## src/rtl/deserializer_aligner.sv

```systemverilog
// Serial-to-parallel deserializer. It hunts for FLAG_PAT at any bit offset and confirms alignment
// over LOCK_CNT flags. Once locked it emits aligned symbols and flags misaligned frame flags.
module deserializer_aligner #(
  parameter int unsigned      SYM_W    = 10,
  parameter logic [SYM_W-1:0] FLAG_PAT = 10'h07E,
  parameter int unsigned      LOCK_CNT = 3,
  parameter int unsigned      MAX_GAP  = 64,
  parameter int unsigned      ERR_MAX  = 4
) (
  input  logic             clk,
  input  logic             reset,
  input  logic             serial_i,
  output logic [SYM_W-1:0] sym_o,
  output logic             sym_valid_o,
  output logic             st_flag,
  output logic             locked_o,
  output logic             align_err_o
);

  localparam int unsigned BitW  = $clog2(SYM_W);
  localparam int unsigned GoodW = $clog2(LOCK_CNT + 1);
  localparam int unsigned GapW  = $clog2(MAX_GAP + 1);
  localparam int unsigned ErrW  = $clog2(ERR_MAX + 1);

  localparam logic [BitW-1:0]  BitLast = BitW'(SYM_W - 1);
  localparam logic [GoodW-1:0] GoodLim = GoodW'(LOCK_CNT);
  localparam logic [GapW-1:0]  GapLim  = GapW'(MAX_GAP);
  localparam logic [ErrW-1:0]  ErrLim  = ErrW'(ERR_MAX);

  typedef enum logic [1:0] {StHunt, StSync, StLocked} state_e;

  state_e           state_q, state_d;
  logic [SYM_W-1:0] shreg_q;
  logic [BitW-1:0]  bit_cnt_q, bit_cnt_d, bit_inc;
  logic [GoodW-1:0] good_cnt_q, good_cnt_d, good_inc;
  logic [GapW-1:0]  gap_cnt_q, gap_cnt_d, gap_inc;
  logic [ErrW-1:0]  err_cnt_q, err_cnt_d, err_inc;
  logic [SYM_W-1:0] sym_q, sym_d;
  logic             sym_valid_q, sym_valid_d;
  logic             st_flag_q, st_flag_d;
  logic             align_err_q, align_err_d;
  logic             hit, boundary;

  assign hit      = (shreg_q == FLAG_PAT);
  assign boundary = (bit_cnt_q == '0);
  assign bit_inc  = (bit_cnt_q == BitLast) ? '0 : bit_cnt_q + 1'b1;
  assign good_inc = good_cnt_q + 1'b1;
  assign gap_inc  = gap_cnt_q + 1'b1;
  assign err_inc  = err_cnt_q + 1'b1;

  always_comb begin
    state_d     = state_q;
    bit_cnt_d   = bit_cnt_q;
    good_cnt_d  = good_cnt_q;
    gap_cnt_d   = gap_cnt_q;
    err_cnt_d   = err_cnt_q;
    sym_d       = sym_q;
    sym_valid_d = 1'b0;
    st_flag_d   = 1'b0;
    align_err_d = 1'b0;
    unique case (state_q)
      StHunt: begin
        bit_cnt_d = '0;
        if (hit) begin
          bit_cnt_d  = BitW'(1);
          good_cnt_d = GoodW'(1);
          gap_cnt_d  = '0;
          state_d    = (LOCK_CNT == 1) ? StLocked : StSync;
        end
      end
      StSync: begin
        bit_cnt_d = bit_inc;
        if (boundary) begin
          if (hit) begin
            good_cnt_d = good_inc;
            gap_cnt_d  = '0;
            if (good_inc == GoodLim) state_d = StLocked;
          end else begin
            gap_cnt_d = gap_inc;
            if (gap_inc == GapLim) begin
              state_d    = StHunt;
              bit_cnt_d  = '0;
              gap_cnt_d  = '0;
              good_cnt_d = '0;
            end
          end
        end else if (hit) begin
          // Flag at a new offset: restart confirmation from this alignment.
          bit_cnt_d  = BitW'(1);
          good_cnt_d = GoodW'(1);
          gap_cnt_d  = '0;
        end
      end
      StLocked: begin
        bit_cnt_d = bit_inc;
        if (boundary) begin
          sym_d       = shreg_q;
          sym_valid_d = 1'b1;
          st_flag_d   = hit;
          if (hit) err_cnt_d = '0;
        end else if (hit) begin
          err_cnt_d   = err_inc;
          align_err_d = 1'b1;
          if (err_inc == ErrLim) begin
            state_d   = StHunt;
            err_cnt_d = '0;
            bit_cnt_d = '0;
          end
        end
      end
      default: state_d = StHunt;
    endcase
  end

  always_ff @(posedge clk) begin
    if (reset) begin
      state_q     <= StHunt;
      shreg_q     <= '0;
      bit_cnt_q   <= '0;
      good_cnt_q  <= '0;
      gap_cnt_q   <= '0;
      err_cnt_q   <= '0;
      sym_q       <= '0;
      sym_valid_q <= 1'b0;
      st_flag_q   <= 1'b0;
      align_err_q <= 1'b0;
    end else begin
      state_q     <= state_d;
      shreg_q     <= {shreg_q[SYM_W-2:0], serial_i};
      bit_cnt_q   <= bit_cnt_d;
      good_cnt_q  <= good_cnt_d;
      gap_cnt_q   <= gap_cnt_d;
      err_cnt_q   <= err_cnt_d;
      sym_q       <= sym_d;
      sym_valid_q <= sym_valid_d;
      st_flag_q   <= st_flag_d;
      align_err_q <= align_err_d;
    end
  end

  assign sym_o       = sym_q;
  assign sym_valid_o = sym_valid_q;
  assign st_flag     = st_flag_q;
  assign locked_o    = (state_q == StLocked);
  assign align_err_o = align_err_q;

endmodule

```

## config.mk

```make
export PLATFORM = sky130hd
export DESIGN_NAME = deserializer_aligner
export DESIGN_NICKNAME = d
export VERILOG_FILES = /design/src/rtl/deserializer_aligner.sv
export SDC_FILE = /design/constraint.sdc
export NUM_CORES = 1
export LEC_CHECK = 0
export BUFFER_PORTS_ARGS = -buffer_cell sky130_fd_sc_hd__buf_2
export CORE_MARGIN = 2
export CORE_UTILIZATION = 61
export CTS_CLUSTER_DIAMETER = 150
export DETAILED_ROUTE_END_ITERATION = 8
export PLACE_DENSITY = 0.91
export SYNTH_ARGS = -nofsm -noshare
export SYNTH_HDL_FRONTEND = slang
export SYNTH_SLANG_ARGS = --single-unit
```

## constraint.sdc

```tcl
create_clock -name clk -period 5.05 [get_ports clk]
set_input_delay 0.2525 -clock clk [delete_from_list [all_inputs] [get_ports clk]]
set_output_delay 0.2525 -clock clk [all_outputs]
set_load 0.02 [all_outputs]
```

* Yosys cells after proc, flatten, opt, wreduce, memory -nomap -nowiden
Index checks and enable logic that the tools add are counted.
** Storage, ports and cells
- Bits in registers :: 41
- Input bits :: 3
- Word-level logic and storage cells :: 76
** Cells by class
- Add/sub/neg operators :: 4
- Eq/ne operators :: 15
- Muxes and demuxes :: 34
- Bitwise logic cells :: 2
- Reduce and logical (&&, ||, !) cells :: 11
** Operators by type and width (number)
- 4-bit 2-to-1 mux :: 8
- 7-bit 2-to-1 mux :: 4
- 2-bit 2-to-1 mux :: 11
- 7-bit one-hot mux with 2 select lines :: 1
- 3-bit 2-to-1 mux :: 4
- 4-bit one-hot mux with 3 select lines :: 1
- 10-bit by 7-bit equality test with 1-bit output, second input constant :: 1
- 7-bit by 1-bit adder with 7-bit output, second input constant :: 1
- 7-bit equality test, second input constant :: 1
- 7-bit AND reduction :: 1
- 2-bit != test, second input constant :: 3
- 3-bit != test, second input constant :: 2
- 2-bit one-hot mux with 3 select lines :: 1
- 2-bit AND reduction :: 3
- 3-bit OR reduction :: 2
- 4-bit by 1-bit adder with 4-bit output, second input constant :: 1
- 2-bit equality test, second input constant :: 2
- 4-bit equality test, second input constant :: 1
- 4-bit logical NOT :: 1
- 2-bit by 1-bit != test with 1-bit output, second input constant :: 2
- 4-bit != test, second input constant :: 1
- 2-bit one-hot mux with 2 select lines :: 1
- 3-bit by 1-bit adder with 3-bit output, second input constant :: 1
- 3-bit equality test, second input constant :: 1
- other kinds (8) :: 11

* Longest topological paths before layout
- Depth after elaboration :: 6
- Depth in mapped cells :: 8

* Least setup slack after synthesis
OpenSTA, ideal clock, no wires.
- Path type :: register -> register
- Start :: reg gap_cnt_q[0]
- End :: reg bit_cnt_q[0]
- Setup time :: 0.135 ns
- Arrival time :: 1.842 ns
- Path slack :: 3.073 ns
- Cell stages (with the launch flop) :: 8
- Cell sequence :: dfxtp_1 -> ha_1 -> nand2_1 -> or3_4 -> a2111oi_4 -> nor2_1 -> a2111oi_2 -> a2111oi_0
** On the way
- Word-level cells in the longest chain between the ends :: 6
** Ends and longest elaborated chain
- from (decl) :: line 36 : logic [GapW-1:0] gap_cnt_q, gap_cnt_d, gap_inc;
- from (signal assigned) :: line 132 : gap_cnt_q <= gap_cnt_d;
- 7-bit by 1-bit adder with 7-bit output :: line 48 : assign gap_inc = gap_cnt_q + 1'b1;
- 7-bit equality test :: line 80 : if (gap_inc == GapLim) begin
- 4-bit 2-to-1 mux :: line 80
- 4-bit 2-to-1 mux :: line 74 : if (hit) begin
- 4-bit 2-to-1 mux :: line 73 : if (boundary) begin
- 4-bit one-hot mux with 3 select lines :: line 61 : unique case (state_q)
- to (signal assigned) :: line 130 : bit_cnt_q <= bit_cnt_d;
- to (decl) :: line 34 : logic [BitW-1:0] bit_cnt_q, bit_cnt_d, bit_inc;
No other way between the ends.
A chain may end at the register's enable or synchronous reset.

* Final worst setup path
Same ends and word-level chain as after synthesis.

==> flow_metrics.tcl <==
set metrics [dict create \
    post-route-cell-area_um2 2079 \
    share_of_the_clock_period_used_by_the_worst_path_after_layout_pct 43.25 \
    r2r-end "bit_cnt_q[0]" \
    synthTopCellsByCount "41 x sky130_fd_sc_hd__dfxtp_1, 32 x sky130_fd_sc_hd__nand2_1, 22 x sky130_fd_sc_hd__a21oi_1" \
    power.share.clock_pct 38.0 \
    globalRouteMet3Util_pct 5.844 \
    combinationalPowerShare_pct 6.1 \
    worst_hold_start "serial_i" \
    power.sequential.fraction_pct 55.9 \
    avgSynthCellArea_um2 8.753 \
    status "complete, no violations" \
    grt-ovfl-total 0 \
    synth_cell_types 45 \
    yosys.cell_count.top_type "sky130_fd_sc_hd__dfxtp_1" \
    worst_pin_slew_ps 708.6 \
    grt-busiest-layer "met2" \
    vdd_drop_max_mv 0.2457 \
    synth_ff_type "sky130_fd_sc_hd__dfxtp_1" \
    clock_path_buffers 2 \
    fin_util_pct 69.25 \
    grt_setup_unrepaired "no" \
    cts_max_level 2 \
    drtPass1Iterations 4 \
    drt-vias-per-instance 6.053 \
    leakagePower_nw 0.7867 \
    final_nets 246 \
    cap_viol_max_count 0 \
    p_switching_mw 0.1342 \
    dp_worst_setup_slack_ps 2892 \
    groute.usage.overall_pct 22.79 \
    finalSetupTns_ps 0 \
    synth_fp_nets 232 \
    tritoncts "built" \
    antenna_left 0 \
    grt_start_max_net_pins 43 \
    ys.warnings.count 0 \
    standard_cell_area_after_detailed_placement_um2 1991 \
    worst_hold_path.num_cells 2 \
    drt_iter0_markers 84 \
    reg2reg_slack_ps 2870 \
    synth.top_cells.by_area "sky130_fd_sc_hd__dfxtp_1 43%, sky130_fd_sc_hd__ha_1 7.2%, sky130_fd_sc_hd__nand2_1 6.3%, sky130_fd_sc_hd__a21oi_1 5.8%, sky130_fd_sc_hd__nor2b_1 3.6%" \
    n_antenna_cell 0 \
    final.min_clock_period_ps 2184 \
    drcViolationCount 0 \
    clock.fmax_ghz 0.4578 \
    post_cts.resized_instances 0 \
    synth.cell_area_um2 1908 \
    grt_antenna_before_repair 0 \
    yosys_register_bits 41 \
    num_vias 1610 \
    post_cts.repair.setup_buffers 0 \
    timing.final.max_slew_violations 0 \
    cell_internal_pwr_mw 0.4561 \
    area_of_the_die_um2 3592 \
    ctsHoldBuffers 0 \
    pwr_density_nw_per_um2 283.9 \
    criticalPathCategory "reg2reg" \
    totalWireLength_um 3652 \
    place.gp.congestion 0.7975 \
    hold-path-endpoint "shreg_q[0]" \
    worst_slack_ps 2866 \
    wire_per_inst_um 13.73 \
    grt_pass1_vias 1401 \
    hold_path.class "in2reg" \
    origin_of_the_critical_flop_to_flop_path "gap_cnt_q[0]" \
    fp-row-count 20 \
    reg2reg_depth 7 \
    ctsRootBufferMaster "sky130_fd_sc_hd__clkbuf_4" \
    max_slew_margin_pct 52.76 \
    tritoncts.num_buffers 5 \
    tritoncts_num_sinks 41 \
    buffer_ports.inserted 16 \
    setup.worst_path.start_class "flip-flop" \
    synth_enable_flop_cells 0 \
    post_route_cells_drive_above_1_share_pct 13.30 \
    clk_latency_ps 360 \
    postSynth.asyncResetShare_pct 0 \
    groute.layer.met1.usage_pct 29.53 \
    timing.final.hold_violations 0 \
    synth_top_cell_by_area "sky130_fd_sc_hd__dfxtp_1" \
    finalSetupViolations 0 \
    synthDominantCellAreaShare_pct 43.02 \
    global_route.usage.met2_pct 35.25 \
    coreArea_um2 3003 \
    clkTransAtPathRegs_ps 120 \
    worst_ep_arrival_time_ps 2400 \
    endpoint_kind "flip-flop" \
    worstPathRequired_ps 5270 \
    netlist_instances 218 \
    initial_core_util_pct 63.54 \
    dp_hpwl_um 2541 \
    grt_pass1_wl_um 6106 \
    ys_seq_area_share_pct 43.02 \
    flow.area_growth_from_synthesis_pct 8.983 \
    max_fanout_on_critical_path 6 \
    die_height_um 59.93 \
    finalClockSkew_ps 5.068 \
    boundaryPins 17 \
    netSwitchingFraction_pct 22.74 \
    die_x_um 59.93 \
]
[kinds of logic after synthesis]
kind of cell,after synthesis,synth area share (%)
multiplexers,1,0.5246
XOR/XNOR,3,1.377
AND/OR/NAND/NOR,94,25.90
AO/OA/AOI/OAI,51,18.36
flip-flops,41,43.02
buffers and inverters,17,3.607
adder cells (fa/ha/maj),11,7.213
[worst max-delay path, cell delays in order (launching register included)]
cell and delay [ps]:
sky130_fd_sc_hd__dfxtp_1 420, sky130_fd_sc_hd__ha_1 260, sky130_fd_sc_hd__nand2_1 130, sky130_fd_sc_hd__or3_4 410, sky130_fd_sc_hd__a2111oi_4 360, sky130_fd_sc_hd__nor2_1 80
sky130_fd_sc_hd__a2111oi_2 270, sky130_fd_sc_hd__a2111oi_0 110
[cell usage in the layout (no fill, tap or decap), types with 5 or more instances in the layout]
cell	synthesis	final
sky130_fd_sc_hd__nor2_1	15	15
sky130_fd_sc_hd__nor2b_1	11	11
sky130_fd_sc_hd__nor3_1	7	7
sky130_fd_sc_hd__o21ai_0	8	8
sky130_fd_sc_hd__buf_2	1	16
sky130_fd_sc_hd__clkbuf_4	0	5
sky130_fd_sc_hd__dfxtp_1	41	41
sky130_fd_sc_hd__nand3b_1	5	5
sky130_fd_sc_hd__ha_1	11	11
sky130_fd_sc_hd__nand3_1	5	5
sky130_fd_sc_hd__nand2_1	32	32
sky130_fd_sc_hd__inv_1	8	8
sky130_fd_sc_hd__a21oi_1	22	22
[routing by layer]
metal,vias up,routed length [um]
met5,-,0
met2,43,1713
met3,10,152
met4,0,76
li1,803,-
met1,754,1710
[worst max-delay path by stage]
stage,slack (ps),startpoint,endpoint,cells after the start
2_1_floorplan,3070,gap_cnt_q[0],bit_cnt_q[0],7
3_3_place_gp,2970,gap_cnt_q[0],bit_cnt_q[0],7
3_5_place_dp,2890,gap_cnt_q[0],bit_cnt_q[0],7
4_1_cts,2880,gap_cnt_q[0],bit_cnt_q[0],7
5_1_grt,2710,gap_cnt_q[0],bit_cnt_q[1],7
6_report,2870,gap_cnt_q[0],bit_cnt_q[0],7
[sequential cells by signal, indices dropped and copies added (netlist names)]
register and flops:
shreg_q 10, gap_cnt_q 7, sym_valid_o 1, good_cnt_q 2, sym_o 10, st_flag 1, align_err_o 1, bit_cnt_q 4
err_cnt_q 3, state_q 2
[power groups by stage]
stage | combinational, mW | clock [mW] | sequential, mW
global route | 0.0405 | 0.244 | 0.331
floorplan | 0.0287 | 0 | 0.337
finish | 0.0360 | 0.224 | 0.330
global placement | 0.0346 | 0 | 0.337
CTS | 0.0356 | 0.228 | 0.330
detailed placement | 0.0351 | 0 | 0.337
[metrics by stage]
step	std cells	total power [mW]	hold slack, ps
finish	266	0.5904	91.26
CTS	266	0.5937	88.99
global route	266	0.6147	102.3
global placement	258	0.3716	440.3
detailed placement	258	0.3724	446.2
floorplan	218	0.3652	380.7
[final cells by class]
class                   instances  area [um2]
clock buffers                   6       51.30
repair buffers                 16       80.08
multi-input cells             160        1018
fillers                       219       923.4
flip-flops and latches         41       820.8
clock inverters                 2       37.54
inverters                       8       30.03
well taps                      33       41.29
No activity file was read; power rests on OpenSTA's default activity.
